`src/rtl/apb_master_if.sv`:
```
// apb_master_if: bundles the command/response stream and the APB3 bus of the
// apb_master block.
//   master modport : view of the APB initiator (drives APB request signals,
//                    cmd_ready and the response; reads commands, PRDATA, PREADY)
//   slave modport  : view of the surrounding environment (command source,
//                    response sink and APB peripheral side)
// Signal names follow the APB3 and command-stream naming used by the block.
interface apb_master_if #(
  parameter int unsigned ADDR_W = 32,
  parameter int unsigned DATA_W = 32
);

  // Command stream
  logic              cmd_valid;
  logic              cmd_ready;
  logic [ADDR_W-1:0] cmd_addr;
  logic              cmd_write;
  logic [DATA_W-1:0] cmd_wdata;

  // Response stream (no backpressure)
  logic              rsp_valid;
  logic [DATA_W-1:0] rsp_rdata;
  logic              rsp_err;

  // APB3 bus
  logic [ADDR_W-1:0] PADDR;
  logic              PWRITE;
  logic              PSEL;
  logic              PENABLE;
  logic [DATA_W-1:0] PWDATA;
  logic [DATA_W-1:0] PRDATA;
  logic              PREADY;

  modport master (
    input  cmd_valid, cmd_addr, cmd_write, cmd_wdata,
    input  PRDATA, PREADY,
    output cmd_ready,
    output rsp_valid, rsp_rdata, rsp_err,
    output PADDR, PWRITE, PSEL, PENABLE, PWDATA
  );

  modport slave (
    output cmd_valid, cmd_addr, cmd_write, cmd_wdata,
    output PRDATA, PREADY,
    input  cmd_ready,
    input  rsp_valid, rsp_rdata, rsp_err,
    input  PADDR, PWRITE, PSEL, PENABLE, PWDATA
  );

endinterface

```
`src/rtl/apb_master.sv`:
```
// apb_master: APB3 initiator. Accepts one command at a time from a
// valid/ready stream, runs it as a SETUP + ACCESS transfer (honouring PREADY
// wait states) and returns exactly one single-cycle response per command.
// A transfer whose slave never raises PREADY is aborted after TIMEOUT ACCESS
// cycles and answered with rsp_err=1 (TIMEOUT=0 waits forever).
//
// Ports
//   PCLK     in  clock, all logic on the rising edge
//   PRESETn  in  asynchronous active-low reset
//   bus      apb_master_if.master
//              cmd_valid/cmd_ready/cmd_addr/cmd_write/cmd_wdata : command in
//              rsp_valid/rsp_rdata/rsp_err                      : response out
//              PADDR/PWRITE/PSEL/PENABLE/PWDATA/PRDATA/PREADY   : APB3 bus
module apb_master #(
  parameter int unsigned ADDR_W  = 32,
  parameter int unsigned DATA_W  = 32,
  parameter int unsigned TIMEOUT = 16
) (
  input  logic          PCLK,
  input  logic          PRESETn,
  apb_master_if.master  bus
);

  localparam int unsigned CW = (TIMEOUT == 0) ? 1 : $clog2(TIMEOUT + 1);
  // Counter value seen in the last permitted ACCESS cycle.
  localparam logic [CW-1:0] LAST = CW'((TIMEOUT == 0) ? 0 : TIMEOUT - 1);

  typedef enum logic [1:0] {
    S_IDLE,
    S_SETUP,
    S_ACCESS
  } state_t;

  state_t            state_q,     state_d;
  logic [ADDR_W-1:0] paddr_q,     paddr_d;
  logic              pwrite_q,    pwrite_d;
  logic [DATA_W-1:0] pwdata_q,    pwdata_d;
  logic              psel_q,      psel_d;
  logic              penable_q,   penable_d;
  logic [CW-1:0]     wait_q,      wait_d;
  logic              rsp_valid_q, rsp_valid_d;
  logic [DATA_W-1:0] rsp_rdata_q, rsp_rdata_d;
  logic              rsp_err_q,   rsp_err_d;

  always_ff @(posedge PCLK or negedge PRESETn) begin
    if (!PRESETn) begin
      state_q     <= S_IDLE;
      paddr_q     <= '0;
      pwrite_q    <= 1'b0;
      pwdata_q    <= '0;
      psel_q      <= 1'b0;
      penable_q   <= 1'b0;
      wait_q      <= '0;
      rsp_valid_q <= 1'b0;
      rsp_rdata_q <= '0;
      rsp_err_q   <= 1'b0;
    end else begin
      state_q     <= state_d;
      paddr_q     <= paddr_d;
      pwrite_q    <= pwrite_d;
      pwdata_q    <= pwdata_d;
      psel_q      <= psel_d;
      penable_q   <= penable_d;
      wait_q      <= wait_d;
      rsp_valid_q <= rsp_valid_d;
      rsp_rdata_q <= rsp_rdata_d;
      rsp_err_q   <= rsp_err_d;
    end
  end

  always_comb begin
    state_d     = state_q;
    paddr_d     = paddr_q;
    pwrite_d    = pwrite_q;
    pwdata_d    = pwdata_q;
    psel_d      = psel_q;
    penable_d   = penable_q;
    wait_d      = wait_q;
    rsp_valid_d = 1'b0;
    rsp_rdata_d = rsp_rdata_q;
    rsp_err_d   = rsp_err_q;

    unique case (state_q)
      S_IDLE: begin
        // cmd_ready is 1 in IDLE, so cmd_valid alone means acceptance.
        if (bus.cmd_valid) begin
          paddr_d  = bus.cmd_addr;
          pwrite_d = bus.cmd_write;
          pwdata_d = bus.cmd_wdata;
          psel_d   = 1'b1;
          state_d  = S_SETUP;
        end
      end

      S_SETUP: begin
        penable_d = 1'b1;
        wait_d    = '0;
        state_d   = S_ACCESS;
      end

      S_ACCESS: begin
        if (bus.PREADY) begin
          // Completion takes priority over the timeout in the last cycle.
          psel_d      = 1'b0;
          penable_d   = 1'b0;
          rsp_valid_d = 1'b1;
          rsp_err_d   = 1'b0;
          rsp_rdata_d = pwrite_q ? '0 : bus.PRDATA;
          state_d     = S_IDLE;
        end else if ((TIMEOUT != 0) && (wait_q == LAST)) begin
          psel_d      = 1'b0;
          penable_d   = 1'b0;
          rsp_valid_d = 1'b1;
          rsp_err_d   = 1'b1;
          rsp_rdata_d = '0;
          state_d     = S_IDLE;
        end else if (TIMEOUT != 0) begin
          wait_d = wait_q + CW'(1);
        end
      end

      default: begin
        state_d   = S_IDLE;
        psel_d    = 1'b0;
        penable_d = 1'b0;
      end
    endcase
  end

  assign bus.cmd_ready = (state_q == S_IDLE);
  assign bus.PADDR     = paddr_q;
  assign bus.PWRITE    = pwrite_q;
  assign bus.PWDATA    = pwdata_q;
  assign bus.PSEL      = psel_q;
  assign bus.PENABLE   = penable_q;
  assign bus.rsp_valid = rsp_valid_q;
  assign bus.rsp_rdata = rsp_rdata_q;
  assign bus.rsp_err   = rsp_err_q;

endmodule

```
`src/flat_wrapper.sv`:
```
// flat-port wrapper written by rule: the top's interface ports become plain ports
module apb_master_flat 
#(
  parameter int unsigned ADDR_W  = 32,
  parameter int unsigned DATA_W  = 32,
  parameter int unsigned TIMEOUT = 16
)
  (PCLK, PRESETn, bus_cmd_valid, bus_cmd_addr, bus_cmd_write, bus_cmd_wdata, bus_PRDATA, bus_PREADY, bus_cmd_ready, bus_rsp_valid, bus_rsp_rdata, bus_rsp_err, bus_PADDR, bus_PWRITE, bus_PSEL, bus_PENABLE, bus_PWDATA);
  apb_master_if #(.ADDR_W(ADDR_W), .DATA_W(DATA_W)) bus_i ();
  input  logic PCLK;
  input  logic PRESETn;
  input wire logic [$bits(bus_i.cmd_valid)-1:0] bus_cmd_valid;
  input wire logic [$bits(bus_i.cmd_addr)-1:0] bus_cmd_addr;
  input wire logic [$bits(bus_i.cmd_write)-1:0] bus_cmd_write;
  input wire logic [$bits(bus_i.cmd_wdata)-1:0] bus_cmd_wdata;
  input wire logic [$bits(bus_i.PRDATA)-1:0] bus_PRDATA;
  input wire logic [$bits(bus_i.PREADY)-1:0] bus_PREADY;
  output wire logic [$bits(bus_i.cmd_ready)-1:0] bus_cmd_ready;
  output wire logic [$bits(bus_i.rsp_valid)-1:0] bus_rsp_valid;
  output wire logic [$bits(bus_i.rsp_rdata)-1:0] bus_rsp_rdata;
  output wire logic [$bits(bus_i.rsp_err)-1:0] bus_rsp_err;
  output wire logic [$bits(bus_i.PADDR)-1:0] bus_PADDR;
  output wire logic [$bits(bus_i.PWRITE)-1:0] bus_PWRITE;
  output wire logic [$bits(bus_i.PSEL)-1:0] bus_PSEL;
  output wire logic [$bits(bus_i.PENABLE)-1:0] bus_PENABLE;
  output wire logic [$bits(bus_i.PWDATA)-1:0] bus_PWDATA;
  assign bus_i.cmd_valid = bus_cmd_valid;
  assign bus_i.cmd_addr = bus_cmd_addr;
  assign bus_i.cmd_write = bus_cmd_write;
  assign bus_i.cmd_wdata = bus_cmd_wdata;
  assign bus_i.PRDATA = bus_PRDATA;
  assign bus_i.PREADY = bus_PREADY;
  assign bus_cmd_ready = bus_i.cmd_ready;
  assign bus_rsp_valid = bus_i.rsp_valid;
  assign bus_rsp_rdata = bus_i.rsp_rdata;
  assign bus_rsp_err = bus_i.rsp_err;
  assign bus_PADDR = bus_i.PADDR;
  assign bus_PWRITE = bus_i.PWRITE;
  assign bus_PSEL = bus_i.PSEL;
  assign bus_PENABLE = bus_i.PENABLE;
  assign bus_PWDATA = bus_i.PWDATA;
  apb_master #(.ADDR_W(ADDR_W), .DATA_W(DATA_W), .TIMEOUT(TIMEOUT)) u_core (.PCLK(PCLK), .PRESETn(PRESETn), .bus(bus_i));
endmodule
```
`config.mk`:
```
export PLATFORM = sky130hd
export DESIGN_NAME = apb_master_flat
export DESIGN_NICKNAME = d
export VERILOG_FILES = /design/src/rtl/apb_master_if.sv /design/src/rtl/apb_master.sv /design/src/flat_wrapper.sv
export SDC_FILE = /design/constraint.sdc
export NUM_CORES = 1
export LEC_CHECK = 0
export CAP_MARGIN = 25
export CORE_MARGIN = 3
export CORE_UTILIZATION = 40
export CTS_CLUSTER_SIZE = 10
export DETAILED_ROUTE_END_ITERATION = 8
export PLACE_DENSITY = 0.84
export SLEW_MARGIN = 20
export SYNTH_ARGS = -nofsm -noshare
export SYNTH_HDL_FRONTEND = slang
export SYNTH_SLANG_ARGS = --single-unit
export TNS_END_PERCENT = 30
```
`constraint.sdc`:
```
create_clock -name PCLK -period 2.5 [get_ports PCLK]
set_input_delay 0.25 -clock PCLK [delete_from_list [all_inputs] [get_ports PCLK]]
set_output_delay 0.25 -clock PCLK [all_outputs]
set_load 0.02 [all_outputs]
```
**After elaboration in Yosys (flattened, before gate mapping)**

Index checks and enable logic that the tools add are counted.
Widths: inputs -> output; s select.

- Equal/unequal tests: 7
- Reduce and logical (&&, ||, !) cells: 9
- Multiply operators: 0
- Order comparisons: 0
- $add $sub $neg: 1
- Shifts and indexed selects: 0
- Bitwise gates (word level): 2
- Divide/modulo/power cells: 0
- Mux-type cells: 20

Operators by type and width:

| kind | number |
|---|---|
| $mux 32 | 3 |
| $mux 5 | 2 |
| $pmux 5 s2 | 1 |
| $mux 1 | 8 |
| $reduce_and 2->1 | 4 |
| $mux 2 | 3 |
| $ne 2x2->1 const B | 3 |
| $pmux 1 s3 | 2 |
| $pmux 2 s3 | 1 |
| $reduce_and 3->1 | 2 |
| $add 5x1->5 const B | 1 |
| $eq 5x4->1 const B | 1 |
| $reduce_bool 2->1 | 2 |
| $ne 3x2->1 const B | 1 |
| $eq 2x1->1 const B | 1 |
| $eq 2x2->1 const B | 1 |
| $logic_not 2->1 | 1 |
| $not 1->1 | 2 |

- Latch bits: 0
- Memories kept: 0
- Bits of input ports: 101
- Logic and storage cells: 49
- Bits in registers: 108
- Memory bits (read-only): 0
- Memory bits (writable): 0

**Logic depth before layout (Yosys ltp)**

- Word-level depth: 4
- Depth in mapped cells: 6
- Mapped depth without buffers: 6

**Least setup slack after synthesis**

No wires, ideal clock.

- Path kind: flip-flop to flip-flop
- Start point: register u_core.wait_q[0]
- End point: register u_core.rsp_rdata_q[22] (netlist: u_core.bus.rsp_rdata[22])
- Clock period less this slack: 1.761 ns
- Path buffers: 1
- Arrival: 1.695 ns
- Required time: 2.434 ns
- Cell stages (with the launch flop): 7
- Library setup time: 0.066 ns
- Setup slack: 0.739 ns
- Cells stage by stage: dfrtp_1 ha_1 and3_1 ha_1 o21ai_2 clkbuf_1 a22o_1

- Word-level cells in the longest chain between the ends: 3

RTL lines:

| item | line | text |
|---|---|---|
| start, declared | apb_master.sv:40 | `logic [CW-1:0] wait_q, wait_d;` |
| start signal, assigned | apb_master.sv:64 | `wait_q <= wait_d;` |
| $eq 5x4->1 | apb_master.sv:110 | `end else if ((TIMEOUT != 0) && (wait_q == LAST)) begin` |
| $reduce_bool 2->1 (no source line) | - |  |
| $reduce_and 2->1 (no source line) | - |  |
| end signal, assigned | apb_master.sv:66 | `rsp_rdata_q <= rsp_rdata_d;` |
| end, declared | apb_master.sv:42 | `logic [DATA_W-1:0] rsp_rdata_q, rsp_rdata_d;` |

Every way passes these cells.
A chain may end at the register's enable or synchronous reset.

**Final worst setup path**

- Start point: register u_core.state_q[0]
- End point: output bus_cmd_ready

- Word-level cells in the longest chain between the ends: 1

RTL lines:

| item | line | text |
|---|---|---|
| start, declared | apb_master.sv:34 | `state_t state_q, state_d;` |
| start signal, assigned | apb_master.sv:58 | `state_q <= state_d;` |
| $logic_not 2->1 | apb_master.sv:130 | `assign bus.cmd_ready = (state_q == S_IDLE);` |
| end, declared | flat_wrapper.sv:18 | `output wire logic [$bits(bus_i.cmd_ready)-1:0] bus_cmd_ready;` |

Every way passes these cells.

==> results.md <==
* Outcome: completed
* Nets at 579
* Worst r2r src: u_core.wait_q[0]
* Final setup viols at 0
* Worst-case reg-to-reg path depth at 6
* Root buf cell: clkbuf_8
* Sequential fraction of the synthesis area at 63.44%
* Antenna violations before repair at 0
* FF+latch count, synth at 108
* Sinks on Clock Net at 108
* Min Tclk post-route at 1.936 ns
* Latest clock arrival within the worst-skew pair at 0.36 ns
* Slew HR at 52.14%
* All-Layer GR Usage at 18.71%
* Number of max-cap violations at 0
* Leak at 0.002926 uW
* Kind of critical path: reg2out
* R2R Setup Slk at 0.63 ns
* YS warnings at 0
* Slew at the pin closest to its max-slew limit at 0.7180 ns
* Cell variety after synth at 28
* Unrepaired setup endpoints after global routing: no
* Remaining antenna violation count after routing at 0
* Ant. Diodes at 0
* Clock slew at reported path FFs at 0.11 ns
* Per-cell routed wire length at 17.79 um
* Register area at 0.002703 mm2
* Clock Skew at 0.01283 ns
* I/O Buffers at 202
* DRT Wirelength at 10960 um
* GRT overflow at 0
* Post-CTS resize count at 0
* Crit-path max FO at 13
* Final slew viol count at 0
* Top-area cell type share of the netlist area at 63.44%
* First-iteration detailed-routing DRC count at 143
* RR Endpoint: u_core.wait_q[0]
* Hold crit path type: in2async
* Post-synth top area cell: dfrtp_1
* Cells after Synth at 269
* Syn Area/Cell at 15.84 um2
* Area post-placement at 0.006441 mm2
* # DRC at 0
* Via count at 2977
* Period utilisation layout at 77.45%
* First-pass GRT wire length at 17040 um
* Die footprint at 0.01192 mm2
* Crit path launch: u_core.state_q[0]
* Max IR drop VDD at 729.3 uV
* Post-DP HPWL at 8209 um
* Worst EP required at 2.25 ns
* H-tree depth at 3
* Mapped cell area at 0.004260 mm2
* Proportion of layout cells with a drive suffix above 1 at 14.37%
* Pre-antenna DRT Iters at 4
* PwrDens at 1297 mW/mm2
* Vias in the first global route at 3218
* Fillcell total at 764
* Chip Height at 109.2 um
* Setup ws final at 0.5638 ns
* Design area at 0.006701 mm2
* # rows at 37
* Syn_nets at 373
* Hold Vio Cnt, Final at 0
* Setup TNS at 0 ns
* Endpoint class of the critical path: primary output
* Synth area leaders: dfrtp_1 (63%), mux2_4 (14%), a22o_1 (7.2%)
* Area occupied by multi-input gates at 0.001429 mm2
* Area grow syn2layout at 57.30%
* Final Wtd Congestion at 0.7904
* I/O Pins at 203
* Data arrival time of the worst path at 1.69 ns
* Dpl ws at 0.5616 ns
* CTS tree: done
* Core area at 0.01032 mm2
* Die width at 109.2 um
* Starting Density at 41.27%
* CTS max path bufs at 2
* Crit start category: register
* TritonCTS Buffers at 9
* Fmax achieved at 0.5165 GHz
* Largest net degree at the start of global routing at 56
* Vias per inst at 4.833
metrics by stage:
step	total power (uW)	hold slack [ns]	cells	util [%]
floorplan	5342	-0.04559	269	-
global placement	7343	0.3396	599	62.39
detailed placement	7469	0.3531	599	62.39
CTS	8781	0.4462	616	64.91
global route	9156	0.4525	616	64.91
finish	8689	0.4572	616	64.91
kinds of logic (layout without fill, tap and decap cells):
kind of cell | after synthesis | after routing | synth area share, %
xor+xnor | 1 | 1 | 0.2056
buf+inv | 22 | 233 | 3.025
fa+ha+maj | 3 | 3 | 0.8812
compound gates | 49 | 49 | 9.104
mux | 65 | 65 | 20.62
flops | 108 | 108 | 63.44
simple gates | 21 | 21 | 2.731
final cells by class:
cell class | instances | area share [%]
Sequential cell | 108 | 40.33
Timing Repair Buffer | 211 | 31.74
Multi-Input combinational cell | 139 | 21.32
Tap cell | 136 | 2.539
Clock buffer | 12 | 2.315
Clock inverter | 4 | 1.419
Inverter | 6 | 0.3361
layout by cell type, fill, tap and decap left out:
cell type	synthesis	final
and4_1	1	1
nor2_1	5	5
o21ai_2	1	1
a22o_1	35	35
and2b_4	1	1
and3_1	2	2
dfrtp_1	108	108
mux2_4	39	39
and3b_1	1	1
clkbuf_8	0	11
nand4_1	1	1
a311o_1	1	1
clkinv_2	0	1
clkdlybuf4s50_1	0	201
nor3_1	1	1
nand2_1	4	4
nand3_1	2	2
nor2b_1	1	1
mux2_1	26	26
a21oi_1	7	7
o21ai_1	3	3
or3_1	1	1
dlygate4sd3_1	0	1
ha_1	3	3
bufinv_16	0	3
clkbuf_1	4	1
inv_1	3	3
xor2_1	1	1
buf_4	0	6
and2_4	1	1
inv_2	3	3
buf_12	0	3
o22ai_1	2	2
worst max-delay path, cell delays in order (launching register included):
cell	delay (ns)
dfrtp_1	0.54
nor2_1	0.16
clkdlybuf4s50_1	0.62
how the worst max path moves through the flow:
stage	to	slack [ns]
floorplan	u_core.bus.rsp_rdata[22]	0.74
global placement	u_core.bus.PWDATA[19]	0.60
detailed placement	u_core.bus.PWDATA[20]	0.56
CTS	bus_cmd_ready	0.54
global route	bus_cmd_ready	0.44
finish	bus_cmd_ready	0.56
power breakdown:
group	switching [uW]	total (uW)	internal (uW)
sequential	508	3060	2550
clock	565	1280	719
combinational	1940	4350	2400
Yosys cell counts:
master	instances
xor2_1	1
nand3_1	2
nor3_1	1
buf_2	7
inv_1	3
dfrtp_1	108
inv_2	3
a21oi_1	7
nand4_1	1
and2b_4	1
nor2b_1	1
and2_4	1
nand2_1	4
and3_1	2
mux2_1	26
a311o_1	1
nor2_1	5
and3b_1	1
o22ai_1	2
clkbuf_1	4
or3_1	1
buf_6	5
ha_1	3
o21ai_2	1
a22o_1	35
mux2_4	39
o21ai_1	3
and4_1	1
registers in the layout (all words and copies together), names as in the netlist:
name / count
u_core.bus.PWRITE: 1
u_core.wait_q: 5
u_core.bus.rsp_valid: 1
u_core.state_q: 2
u_core.bus.PADDR: 32
u_core.bus.rsp_rdata: 32
u_core.bus.PENABLE: 1
u_core.bus.rsp_err: 1
u_core.bus.PSEL: 1
u_core.bus.PWDATA: 32
timing repair:
item	in CTS	in global routing
hold buffers	1	0
setup buffers	0	0
hold endpoints to repair	53	0
routing by layer:
metal | global-route usage [%] | part of all wire (%) | vias to the layer above
met2 | 31.18 | 51 | 117
met1 | 23.17 | 40 | 1465
met5 | 0 | 0 | -
li1 | - | - | 1379
met3 | 4.144 | 7.2 | 16
met4 | 8.727 | 2.2 | 0
No activity file was read; power rests on OpenSTA's default activity.
